File: src/rtl/puf_eval_if.sv
// Signal bundle between the PUF evaluation controller, the RO bank and the response FIFO.
// The master modport is the controller side; the slave modport is the side that surrounds it.
interface puf_eval_if #(
   parameter int DATA_IN_BITS   = 8,
   parameter int RESP_WORD_BITS = 8,
   parameter int RO_SEL_BITS    = 4,
   parameter int COUNT_BITS     = 16
);
   logic                      PUF_reset;
   logic                      PUF_enable;
   logic [DATA_IN_BITS-1:0]   challenge;
   logic                      PUF_done;
   logic [RO_SEL_BITS-1:0]    ro_sel_a;
   logic [RO_SEL_BITS-1:0]    ro_sel_b;
   logic                      ro_count_clr;
   logic                      ro_count_en;
   logic [COUNT_BITS-1:0]     count_a;
   logic [COUNT_BITS-1:0]     count_b;
   logic [RESP_WORD_BITS-1:0] FIFO_din;
   logic                      FIFO_we;
   logic                      full_FIFO;

   modport master (
      input  PUF_reset, PUF_enable, challenge, count_a, count_b, full_FIFO,
      output PUF_done, ro_sel_a, ro_sel_b, ro_count_clr, ro_count_en, FIFO_din, FIFO_we
   );

   modport slave (
      output PUF_reset, PUF_enable, challenge, count_a, count_b, full_FIFO,
      input  PUF_done, ro_sel_a, ro_sel_b, ro_count_clr, ro_count_en, FIFO_din, FIFO_we
   );
endinterface

File: src/rtl/puf_eval_fsm.sv
// Ring-oscillator PUF evaluation controller: LFSR-driven pair selection, count compare, word packing.
// Optional feature macro: PUF_MAJORITY_VOTE_EN (3 compares per response bit, majority decides).
module puf_eval_fsm #(
   parameter int DATA_IN_BITS   = 8,
   parameter int RESP_WORD_BITS = 8,
   parameter int NUM_WORDS      = 4,
   parameter int RO_SEL_BITS    = 4,
   parameter int COUNT_BITS     = 16,
   parameter int WINDOW_CYCLES  = 1024,
   parameter int SETTLE_CYCLES  = 2
) (
   input  logic       clk,
   input  logic       reset,
   puf_eval_if.master bus,
   output logic [2:0] dbg_state
);
   localparam int BIT_W  = (RESP_WORD_BITS > 1) ? $clog2(RESP_WORD_BITS) : 1;
   localparam int WORD_W = (NUM_WORDS > 1) ? $clog2(NUM_WORDS) : 1;
   localparam int CYC_W  = $clog2(WINDOW_CYCLES + SETTLE_CYCLES) + 1;
   localparam logic [BIT_W-1:0]  LAST_BIT   = BIT_W'(RESP_WORD_BITS - 1);
   localparam logic [WORD_W-1:0] LAST_WORD  = WORD_W'(NUM_WORDS - 1);
   localparam logic [CYC_W-1:0]  WIN_LAST   = CYC_W'(WINDOW_CYCLES - 1);
   localparam logic [CYC_W-1:0]  SET_LAST   = CYC_W'(SETTLE_CYCLES - 1);

   // Encoding is visible on dbg_state: IDLE=0 .. DONE=6.
   typedef enum logic [2:0] {
      S_IDLE    = 3'd0,
      S_CLEAR   = 3'd1,
      S_COUNT   = 3'd2,
      S_SETTLE  = 3'd3,
      S_COMPARE = 3'd4,
      S_WRITE   = 3'd5,
      S_DONE    = 3'd6
   } state_t;

   state_t                    state_q, state_d;
   logic [CYC_W-1:0]          cyc_q;
   logic [7:0]                lfsr_q, lfsr_d, lfsr_step, seed;
   logic [BIT_W-1:0]          bit_q;
   logic [WORD_W-1:0]         word_q;
   logic [RESP_WORD_BITS-1:0] shreg_q;
   logic [RO_SEL_BITS-1:0]    sel_a_q, sel_b_q, sel_a_d, sel_b_d;
   logic                      clr_q, en_q, we_q, done_q;
   logic                      rst, cmp_bit, resp_bit, last_vote;
   logic [DATA_IN_BITS-1:0]   chal;
   logic [COUNT_BITS-1:0]     cnt_a, cnt_b;

   assign chal      = bus.challenge;
   assign cnt_a     = bus.count_a;
   assign cnt_b     = bus.count_b;
   assign rst       = reset | bus.PUF_reset;
   assign cmp_bit   = cnt_a > cnt_b;
   assign seed      = (chal[7:0] == 8'h00) ? 8'h01 : chal[7:0];
   assign lfsr_step = lfsr_q[0] ? ((lfsr_q >> 1) ^ 8'hB8) : (lfsr_q >> 1);

`ifdef PUF_MAJORITY_VOTE_EN
   logic [1:0] vote_q, ones_q, ones_sum;
   assign last_vote = (vote_q == 2'd2);
   assign ones_sum  = ones_q + {1'b0, cmp_bit};
   assign resp_bit  = (ones_sum >= 2'd2);
`else
   assign last_vote = 1'b1;
   assign resp_bit  = cmp_bit;
`endif

   always_comb begin
      state_d = state_q;
      lfsr_d  = lfsr_q;
      case (state_q)
         S_IDLE:    if (bus.PUF_enable) begin
                       state_d = S_CLEAR;
                       lfsr_d  = seed;
                    end
         S_CLEAR:   state_d = S_COUNT;
         S_COUNT:   if (cyc_q == WIN_LAST) state_d = S_SETTLE;
         S_SETTLE:  if (cyc_q == SET_LAST) state_d = S_COMPARE;
         S_COMPARE: begin
                       state_d = (last_vote && bit_q == LAST_BIT) ? S_WRITE : S_CLEAR;
                       if (last_vote) lfsr_d = lfsr_step;
                    end
         S_WRITE:   if (we_q) state_d = (word_q == LAST_WORD) ? S_DONE : S_CLEAR;
         S_DONE:    if (!bus.PUF_enable) state_d = S_IDLE;
         default:   state_d = S_IDLE;
      endcase
      // Losing enable mid-run abandons the evaluation, partial word included.
      if (!bus.PUF_enable && state_q != S_IDLE && state_q != S_DONE) state_d = S_IDLE;
   end

   always_comb begin
      sel_a_d = lfsr_d[RO_SEL_BITS-1:0];
      sel_b_d = lfsr_d[2*RO_SEL_BITS-1:RO_SEL_BITS];
      if (sel_a_d == sel_b_d) sel_b_d = sel_b_d ^ RO_SEL_BITS'(1);
   end

   // FIFO handshake: FIFO_we is launched only from an edge where full_FIFO was low, and the
   // word on FIFO_din transfers on the edge that ends the cycle in which FIFO_we is high.
   always_ff @(posedge clk) begin
      if (rst) begin
         state_q <= S_IDLE;
         cyc_q   <= '0;
         lfsr_q  <= '0;
         bit_q   <= '0;
         word_q  <= '0;
         shreg_q <= '0;
         sel_a_q <= '0;
         sel_b_q <= '0;
         clr_q   <= 1'b0;
         en_q    <= 1'b0;
         we_q    <= 1'b0;
         done_q  <= 1'b0;
`ifdef PUF_MAJORITY_VOTE_EN
         vote_q  <= '0;
         ones_q  <= '0;
`endif
      end else begin
         state_q <= state_d;
         cyc_q   <= (state_d == state_q) ? cyc_q + 1'b1 : '0;
         lfsr_q  <= lfsr_d;
         if (state_q == S_IDLE && bus.PUF_enable) begin
            bit_q  <= '0;
            word_q <= '0;
`ifdef PUF_MAJORITY_VOTE_EN
            vote_q <= '0;
            ones_q <= '0;
`endif
         end
         if (state_q == S_COMPARE) begin
`ifdef PUF_MAJORITY_VOTE_EN
            vote_q <= last_vote ? 2'd0 : vote_q + 2'd1;
            ones_q <= last_vote ? 2'd0 : ones_sum;
`endif
            if (last_vote) begin
               shreg_q <= {shreg_q[RESP_WORD_BITS-2:0], resp_bit};
               bit_q   <= (bit_q == LAST_BIT) ? '0 : bit_q + 1'b1;
            end
         end
         if (state_q == S_WRITE && we_q) word_q <= word_q + 1'b1;
         if (state_d == S_CLEAR) begin
            sel_a_q <= sel_a_d;
            sel_b_q <= sel_b_d;
         end
         clr_q  <= (state_d == S_CLEAR);
         en_q   <= (state_d == S_COUNT);
         we_q   <= (state_d == S_WRITE) && !bus.full_FIFO;
         done_q <= (state_d == S_DONE);
      end
   end

   assign bus.PUF_done     = done_q;
   assign bus.ro_sel_a     = sel_a_q;
   assign bus.ro_sel_b     = sel_b_q;
   assign bus.ro_count_clr = clr_q;
   assign bus.ro_count_en  = en_q;
   assign bus.FIFO_din     = shreg_q;
   assign bus.FIFO_we      = we_q;
   assign dbg_state        = state_q;
endmodule

File: src/flat_wrapper.sv
// flat-port wrapper written by rule: the top's interface ports become plain ports
module puf_eval_fsm_flat 
#(
   parameter int DATA_IN_BITS   = 8,
   parameter int RESP_WORD_BITS = 8,
   parameter int NUM_WORDS      = 4,
   parameter int RO_SEL_BITS    = 4,
   parameter int COUNT_BITS     = 16,
   parameter int WINDOW_CYCLES  = 1024,
   parameter int SETTLE_CYCLES  = 2
)
  (clk, reset, dbg_state, bus_PUF_reset, bus_PUF_enable, bus_challenge, bus_count_a, bus_count_b, bus_full_FIFO, bus_PUF_done, bus_ro_sel_a, bus_ro_sel_b, bus_ro_count_clr, bus_ro_count_en, bus_FIFO_din, bus_FIFO_we);
  puf_eval_if #(.DATA_IN_BITS(DATA_IN_BITS), .RESP_WORD_BITS(RESP_WORD_BITS), .RO_SEL_BITS(RO_SEL_BITS), .COUNT_BITS(COUNT_BITS)) bus_i ();
  input  logic clk;
  input  logic reset;
  output logic [2:0] dbg_state;
  input wire logic [$bits(bus_i.PUF_reset)-1:0] bus_PUF_reset;
  input wire logic [$bits(bus_i.PUF_enable)-1:0] bus_PUF_enable;
  input wire logic [$bits(bus_i.challenge)-1:0] bus_challenge;
  input wire logic [$bits(bus_i.count_a)-1:0] bus_count_a;
  input wire logic [$bits(bus_i.count_b)-1:0] bus_count_b;
  input wire logic [$bits(bus_i.full_FIFO)-1:0] bus_full_FIFO;
  output wire logic [$bits(bus_i.PUF_done)-1:0] bus_PUF_done;
  output wire logic [$bits(bus_i.ro_sel_a)-1:0] bus_ro_sel_a;
  output wire logic [$bits(bus_i.ro_sel_b)-1:0] bus_ro_sel_b;
  output wire logic [$bits(bus_i.ro_count_clr)-1:0] bus_ro_count_clr;
  output wire logic [$bits(bus_i.ro_count_en)-1:0] bus_ro_count_en;
  output wire logic [$bits(bus_i.FIFO_din)-1:0] bus_FIFO_din;
  output wire logic [$bits(bus_i.FIFO_we)-1:0] bus_FIFO_we;
  assign bus_i.PUF_reset = bus_PUF_reset;
  assign bus_i.PUF_enable = bus_PUF_enable;
  assign bus_i.challenge = bus_challenge;
  assign bus_i.count_a = bus_count_a;
  assign bus_i.count_b = bus_count_b;
  assign bus_i.full_FIFO = bus_full_FIFO;
  assign bus_PUF_done = bus_i.PUF_done;
  assign bus_ro_sel_a = bus_i.ro_sel_a;
  assign bus_ro_sel_b = bus_i.ro_sel_b;
  assign bus_ro_count_clr = bus_i.ro_count_clr;
  assign bus_ro_count_en = bus_i.ro_count_en;
  assign bus_FIFO_din = bus_i.FIFO_din;
  assign bus_FIFO_we = bus_i.FIFO_we;
  puf_eval_fsm #(.DATA_IN_BITS(DATA_IN_BITS), .RESP_WORD_BITS(RESP_WORD_BITS), .NUM_WORDS(NUM_WORDS), .RO_SEL_BITS(RO_SEL_BITS), .COUNT_BITS(COUNT_BITS), .WINDOW_CYCLES(WINDOW_CYCLES), .SETTLE_CYCLES(SETTLE_CYCLES)) u_core (.clk(clk), .reset(reset), .bus(bus_i), .dbg_state(dbg_state));
endmodule
File: config.mk
export PLATFORM = sky130hd
export DESIGN_NAME = puf_eval_fsm_flat
export DESIGN_NICKNAME = d
export VERILOG_FILES = /design/src/rtl/puf_eval_if.sv /design/src/rtl/puf_eval_fsm.sv /design/src/flat_wrapper.sv
export SDC_FILE = /design/constraint.sdc
export NUM_CORES = 1
export LEC_CHECK = 0
export ABC_CLOCK_PERIOD_IN_PS = 5200
export CAP_MARGIN = 30
export CORE_MARGIN = 2
export CORE_UTILIZATION = 54
export CTS_CLUSTER_DIAMETER = 120
export DETAILED_ROUTE_END_ITERATION = 10
export GPL_TIMING_DRIVEN = 0
export PLACE_DENSITY = 0.86
export SLEW_MARGIN = 30
export SYNTH_ARGS = -nofsm -noshare
export SYNTH_HDL_FRONTEND = slang
export SYNTH_SLANG_ARGS = --single-unit
File: constraint.sdc
create_clock -name clk -period 5.2 [get_ports clk]
set_input_delay 1.04 -clock clk [delete_from_list [all_inputs] [get_ports clk]]
set_output_delay 1.04 -clock clk [all_outputs]
set_load 0.1 [all_outputs]
==> out/qor.yml, run 1 <==
outcome: "complete, no violations"
max_cap_violations: 0
yosysSeqAreaShare_pct: 34.19
syn_nets: 385
dr.pass1.iters: 4
ctsRootBufferMaster: "clkbuf_8"
cts_inserted_buffers: 5
finalSetupViolCount: 0
cts.sinks: 48
grt_max_degree: 17
remaining_drc_errors: 0
synth_top_area_cell: "dfxtp_1"
rrSetupSlack_ns: 2.98
wl_um: 6594
synth_fa_ha_area_share_pct: 9.350
clkPwrFrac_pct: 36.8
synth_common_cells: "dfxtp_1, nor2_1, nand2_1, ha_1, inv_1"
ant_nets: 0
die_area_sq_um: 5797
cts_tree: "done"
r2r-end: "u_core.bus.ro_sel_a[0]"
synth_top_family_by_area: "simple AND/OR/NAND/NOR gates"
async_flop_share_pct: 0
powerDensity_nw_per_um2: 235.4
clockBufferDepth: 2
num_io_pins: 68
diodes: 0
drtIter0Drc: 118
synth-compound-area-share_pct: 15.41
synth-main-ff-cell: "dfxtp_1"
grt_overflow_total: 0
die_x_um: 76.14
final_hold_viol_count: 0
finalNetCount: 459
arrival_ns: 1.97
muxShareOfSynthArea_pct: 2.894
wl_per_cell_um: 14.21
design_area_sq_um: 3706
p_switching_w: 0.0002238
drive_gt1_share_pct: 12.44
post_cts_buffers: 0
antenna_found_initial: 0
cts_max_level: 2
crit_type: "flip-flop to output pin"
slowest_delay_ns: 1.19
postCtsHoldBufs: 0
crit_family: "buffers and inverters"
syn_to_final_growth_pct: 31.88
tightest_slew_ns: 0.9890
worstPathRequired_ns: 4.16
viasPerCell: 5.530
min_period_ns: 3.013
finalSetupTns_ns: 0
clock_latency_ns: 0.31
netlist.area_leader.share_pct: 34.19
dpl.hpwl_um: 5136
combPwrFrac_pct: 19.7
holdPathStages: 2
netlist_top_cells_area: "dfxtp_1, ha_1, nor2_1"
netlist-cell-type-count: 61
hold_ws_ns: 0.4571
cp_cell_sequence: "clkdlybuf4s50_1"
relSlewSlack_pct: 33.86
start_util_pct: 55.37
grt_pass1_wl_um: 11660
swShare_pct: 25.64
crit_buf_inv: 1
p_leak_nw: 1.482
synth_area_sq_um: 2810
reg2reg_depth: 9
clk_pin_slew_worst_paths_ns: 0.09
ir_drop_uv: 150.9
endpoint_kind: "output pin"
fin_util_pct: 73.03
grt_setup_unrepaired: "false"
pwr-share-seq_pct: 43.5
p_int_w: 0.0006488
hold_path.class: "flip-flop to flip-flop"
critPathMaxFanout: 6
yosys.area_share.simple_pct: 25.91
synth_edf_count: 0
cts_resized: 0
fmax_mhz: 331.9
slew_violations: 0
syn_area_per_cell_sq_um: 8.809
placementRows: 26
fin_worst_skew_ns: 0.01020
die_h_um: 76.14
hold_path_end: "u_core.bus.FIFO_din[7]"
num_vias: 2566
timing.final.crit_share_pct: 57.93
synth-xor-area-share_pct: 5.610
ys_warn_count: 0
io_buffers: 67
ys_seq_elements: 48
hold_start: "u_core.bus.FIFO_din[7]"
grt_use_total_pct: 24.21
worstReg2RegStart: "u_core.bit_q[0]"
synthCells: 319
slowest_stage: "clkdlybuf4s50_1"
core_sq_um: 5075
place_area_sq_um: 3568
grt_pass1_vias: 2567
crit_path_start_kind: "flip-flop"
place_congestion: 0.8488
synth_most_common_cell: "dfxtp_1"
## worst min-delay path, cell delays in order, from the launching register on
cell	delay [ns]
dfxtp_1	0.32
nand2_1	0.05
a21oi_1	0.05
## cell families (layout without fill, tap and decap cells)
| group | count (synthesis) | after routing |
|---|---|---|
| xor gates and xnor gates | 18 | 18 |
| adders and majority gates | 21 | 21 |
| muxes | 8 | 8 |
| and+or+nand+nor | 128 | 128 |
| buffers and inverters | 37 | 112 |
| DFF | 48 | 48 |
| AOI/OAI and AO/OA | 59 | 59 |
## state kept, by name, summed over array words and instances, names as in the netlist
signal                   cells
u_core.word_q                2
u_core.lfsr_q                8
u_core.cyc_q                12
u_core.bus.ro_sel_b          4
u_core.bus.FIFO_din          8
u_core.bit_q                 3
u_core.bus.ro_count_clr      1
u_core.bus.ro_sel_a          4
u_core.dbg_state             3
u_core.bus.ro_count_en       1
u_core.bus.PUF_done          1
u_core.bus.FIFO_we           1
## placed cells by master (no fill, tap or decap), types with 3 or more instances in the layout
cell and instances:
a21o_1 3, a21oi_1 16, a22oi_1 3, and2_1 7
and3_1 3, buf_4 4, buf_6 4, clkbuf_1 5
clkbuf_8 5, clkdlybuf4s50_1 67, dfxtp_1 48, ha_1 21
inv_1 20, mux2i_1 7, nand2_1 24, nand3_1 8
nand4_1 6, nor2_1 27, nor2_2 9, nor2b_1 5
nor3_1 8, nor4b_1 6, o211ai_1 3, o21ai_0 9
o221a_2 6, xnor2_1 8, xor2_1 10
## routing by layer
layer  global-route usage, %  up-vias  routed length (um)
met5                       0        -                   0
met4                   9.455        0                 114
met3                   4.384       15                 279
met2                   43.93       70                3337
met1                   28.26     1203                2863
li1                        -     1278                   -
## stage by stage
step	total power [W]	worst slack, ns	cells
final	0.0008726	2.187	464
after global routing	0.0009110	2.154	464
after CTS	0.0008783	2.176	464
after detailed placement	0.0005584	2.045	456
after global placement	0.0005537	2.143	456
after floorplan	0.0004964	2.707	319
## how the worst max path moves through the flow
stage,startpoint,endpoint,cells after the start
final,u_core.dbg_state[1],dbg_state[1],1
after floorplan,u_core.dbg_state[1],u_core.cyc_q[6],7
after global routing,bus_PUF_enable,u_core.bus.ro_sel_a[2],9
after global placement,bus_PUF_enable,u_core.bus.ro_sel_b[0],8
after CTS,u_core.dbg_state[1],dbg_state[1],1
after detailed placement,bus_PUF_enable,u_core.bus.ro_sel_a[1],9
## cell type report
cell class | count | area (sq um)
Sequential cell | 48 | 960.9
Tap cell | 70 | 87.58
Multi-Input combinational cell | 234 | 1663
Clock buffer | 5 | 68.82
Clock inverter | 3 | 68.82
Buffer | 16 | 107.6
Inverter | 21 | 78.83
Timing Repair Buffer | 67 | 670.6
Fill cell | 415 | 1369
## power by group through the flow
stage	Sequential [W]	Clock, W	Combinational [W]
after floorplan	0.000412	0	0.0000849
after global placement	0.000388	0	0.000166
after detailed placement	0.000388	0	0.000170
after CTS	0.000380	0.000327	0.000171
after global routing	0.000381	0.000342	0.000188
final	0.000380	0.000321	0.000172
No activity file was read; power rests on OpenSTA's default activity.
==> run 2: changes to the inputs <==
--- a/config.mk
+++ b/config.mk
@@ -5,14 +5,14 @@
 export SDC_FILE = /design/constraint.sdc
 export NUM_CORES = 1
 export LEC_CHECK = 0
-export ABC_CLOCK_PERIOD_IN_PS = 5200
+export ABC_CLOCK_PERIOD_IN_PS = 2650
 export CAP_MARGIN = 30
 export CORE_MARGIN = 2
-export CORE_UTILIZATION = 54
+export CORE_UTILIZATION = 45
 export CTS_CLUSTER_DIAMETER = 120
 export DETAILED_ROUTE_END_ITERATION = 10
 export GPL_TIMING_DRIVEN = 0
-export PLACE_DENSITY = 0.86
+export PLACE_DENSITY = 0.77
 export SLEW_MARGIN = 30
 export SYNTH_ARGS = -nofsm -noshare
 export SYNTH_HDL_FRONTEND = slang
==> constraint.sdc (replaced) <==
create_clock -name clk -period 2.65 [get_ports clk]
set_input_delay 0.53 -clock clk [delete_from_list [all_inputs] [get_ports clk]]
set_output_delay 0.53 -clock clk [all_outputs]
set_load 0.1 [all_outputs]
==> run 2 against run 1 <==
  * Combinational power up 93%
  * First-iteration DRC count down 21%
  * Register-to-register slack worse by 2.6 ns
  * Largest power group unchanged
  * Largest cell class unchanged
  * Critical path type unchanged
  * Cell count up 1.1%
  * Clock-buffer cell count up 1
  * Clock skew down 0.0025 ns
  * Clock power up 42%
  * Die area up 19%
==> out/qor.yml, run 2 (synthesized netlist as in run 1, its figures left out) <==
drive_gt1_share_pct: 12.44
slew_violations: 0
arrival_ns: 1.99
cts_max_level: 2
final_cell_mix: "clkdlybuf4s50_1, dfxtp_1, nor2_1"
final_common_cell: "clkdlybuf4s50_1"
finalNetCount: 459
largest_reg_flops: 12
ir_drop_uv: 254.4
place_congestion: 0.8973
ff_latch_area_sq_um: 960.9
wl_per_cell_um: 13.81
outcome: "complete, no violations"
endpoint_kind: "output pin"
largest_register: "u_core.cyc_q"
die_h_um: 83.03
grt_pass1_wl_um: 11030
fmax_mhz: 396.5
post_cts_buffers: 0
hold_ws_ns: 0.4561
relSlewSlack_pct: 33.68
syn_to_final_growth_pct: 30.68
io_buffers: 67
worstPathRequired_ns: 2.12
cts_inserted_buffers: 5
grt_overflow_total: 0
cp_cell_sequence: "clkdlybuf4s50_1"
hold_path_end: "u_core.bus.ro_sel_a[0]"
crit_path_start_kind: "flip-flop"
hold_path.class: "flip-flop to flip-flop"
clockBufferDepth: 2
cts_resized: 0
slowest_stage: "clkdlybuf4s50_1"
hold_start: "u_core.bus.ro_sel_a[0]"
cts_tree: "done"
viasPerCell: 5.469
clock_latency_ns: 0.29
final_hold_viol_count: 0
start_util_pct: 46.91
ctsRootBufferMaster: "clkbuf_8"
clk_pin_slew_worst_paths_ns: 0.09
remaining_drc_errors: 0
die_area_sq_um: 6893
antenna_found_initial: 0
cp.depth: 1
powerDensity_nw_per_um2: 417.9
grt_use_total_pct: 18.88
fin_util_pct: 61.30
grt_max_degree: 16
fin_cells: 469
dr.pass1.iters: 4
multi_input_area_sq_um: 1663
num_vias: 2565
slowest_delay_ns: 1.20
postCtsHoldBufs: 0
crit_buf_inv: 1
min_period_ns: 2.522
num_io_pins: 68
worstReg2RegStart: "u_core.bit_q[0]"
fin_worst_skew_ns: 0.007707
reg2reg_depth: 9
ant_nets: 0
crit_type: "flip-flop to output pin"
rrSetupSlack_ns: 0.40
holdPathStages: 2
finalSetupViolCount: 0
crit_family: "buffers and inverters"
dp.cells: 461
finalSetupTns_ns: 0
max_cap_violations: 0
p_total_w: 0.001534
placementRows: 28
wl_um: 6476
die_x_um: 83.03
core_sq_um: 5991
tightest_slew_ns: 0.9917
grt_pass1_vias: 2433
grt_setup_unrepaired: "false"
fill_cells: 536
drtIter0Drc: 93
diodes: 0
critPathMaxFanout: 6
dpl.hpwl_um: 4987
r2r-end: "u_core.cyc_q[7]"
timing.final.crit_share_pct: 95.17
p_leak_nw: 1.457
cts.sinks: 48
## run 2: cell count changes in the layout (fill, tap and decap cells not counted), sizes merged
cell,delta
bufinv,-2
clkbuf,+1
clkinvlp,+2
inv,-1
## run 2: worst max path at each step
stage	from	end
final	u_core.dbg_state[1]	dbg_state[1]
after global routing	u_core.dbg_state[1]	dbg_state[1]
after CTS	u_core.dbg_state[1]	dbg_state[1]
after detailed placement	bus_PUF_enable	u_core.cyc_q[7]
after global placement	bus_PUF_enable	u_core.cyc_q[4]
after floorplan	u_core.dbg_state[1]	u_core.cyc_q[6]
## run 2: per-stage QoR
step / instance area (sq um) / setup WS, ns
6_report: 3672 / 0.1280
5_1_grt: 3672 / 0.08607
4_1_cts: 3672 / 0.1300
3_5_place_dp: 3575 / 0.008975
3_3_place_gp: 3575 / 0.06152
2_1_floorplan: 2810 / 0.1573
## run 2: cell type report
| class | instances | share of cell area (%) |
|---|---|---|
| Sequential cell | 48 | 26.17 |
| Inverter | 21 | 2.147 |
| Clock buffer | 6 | 2.249 |
| Timing Repair Buffer | 67 | 18.26 |
| Tap cell | 75 | 2.555 |
| Multi-Input combinational cell | 234 | 45.28 |
| Clock inverter | 2 | 0.4089 |
| Buffer | 16 | 2.930 |
## run 2: per-layer routing
layer | wire (um) | part of all wire, % | GRT usage (%) | up-vias
met3 | 407 | 6.3 | 4.473 | 16
met5 | 0 | 0 | 0 | -
li1 | - | - | - | 1272
met2 | 2946 | 45 | 30.79 | 97
met1 | 2987 | 46 | 24.46 | 1180
met4 | 134 | 2.1 | 6.408 | 0
## run 2: power by group
part,switching (W),internal (W)
combinational,0.000174,0.000159
clock,0.000245,0.000211
sequential,0.0000110,0.000735
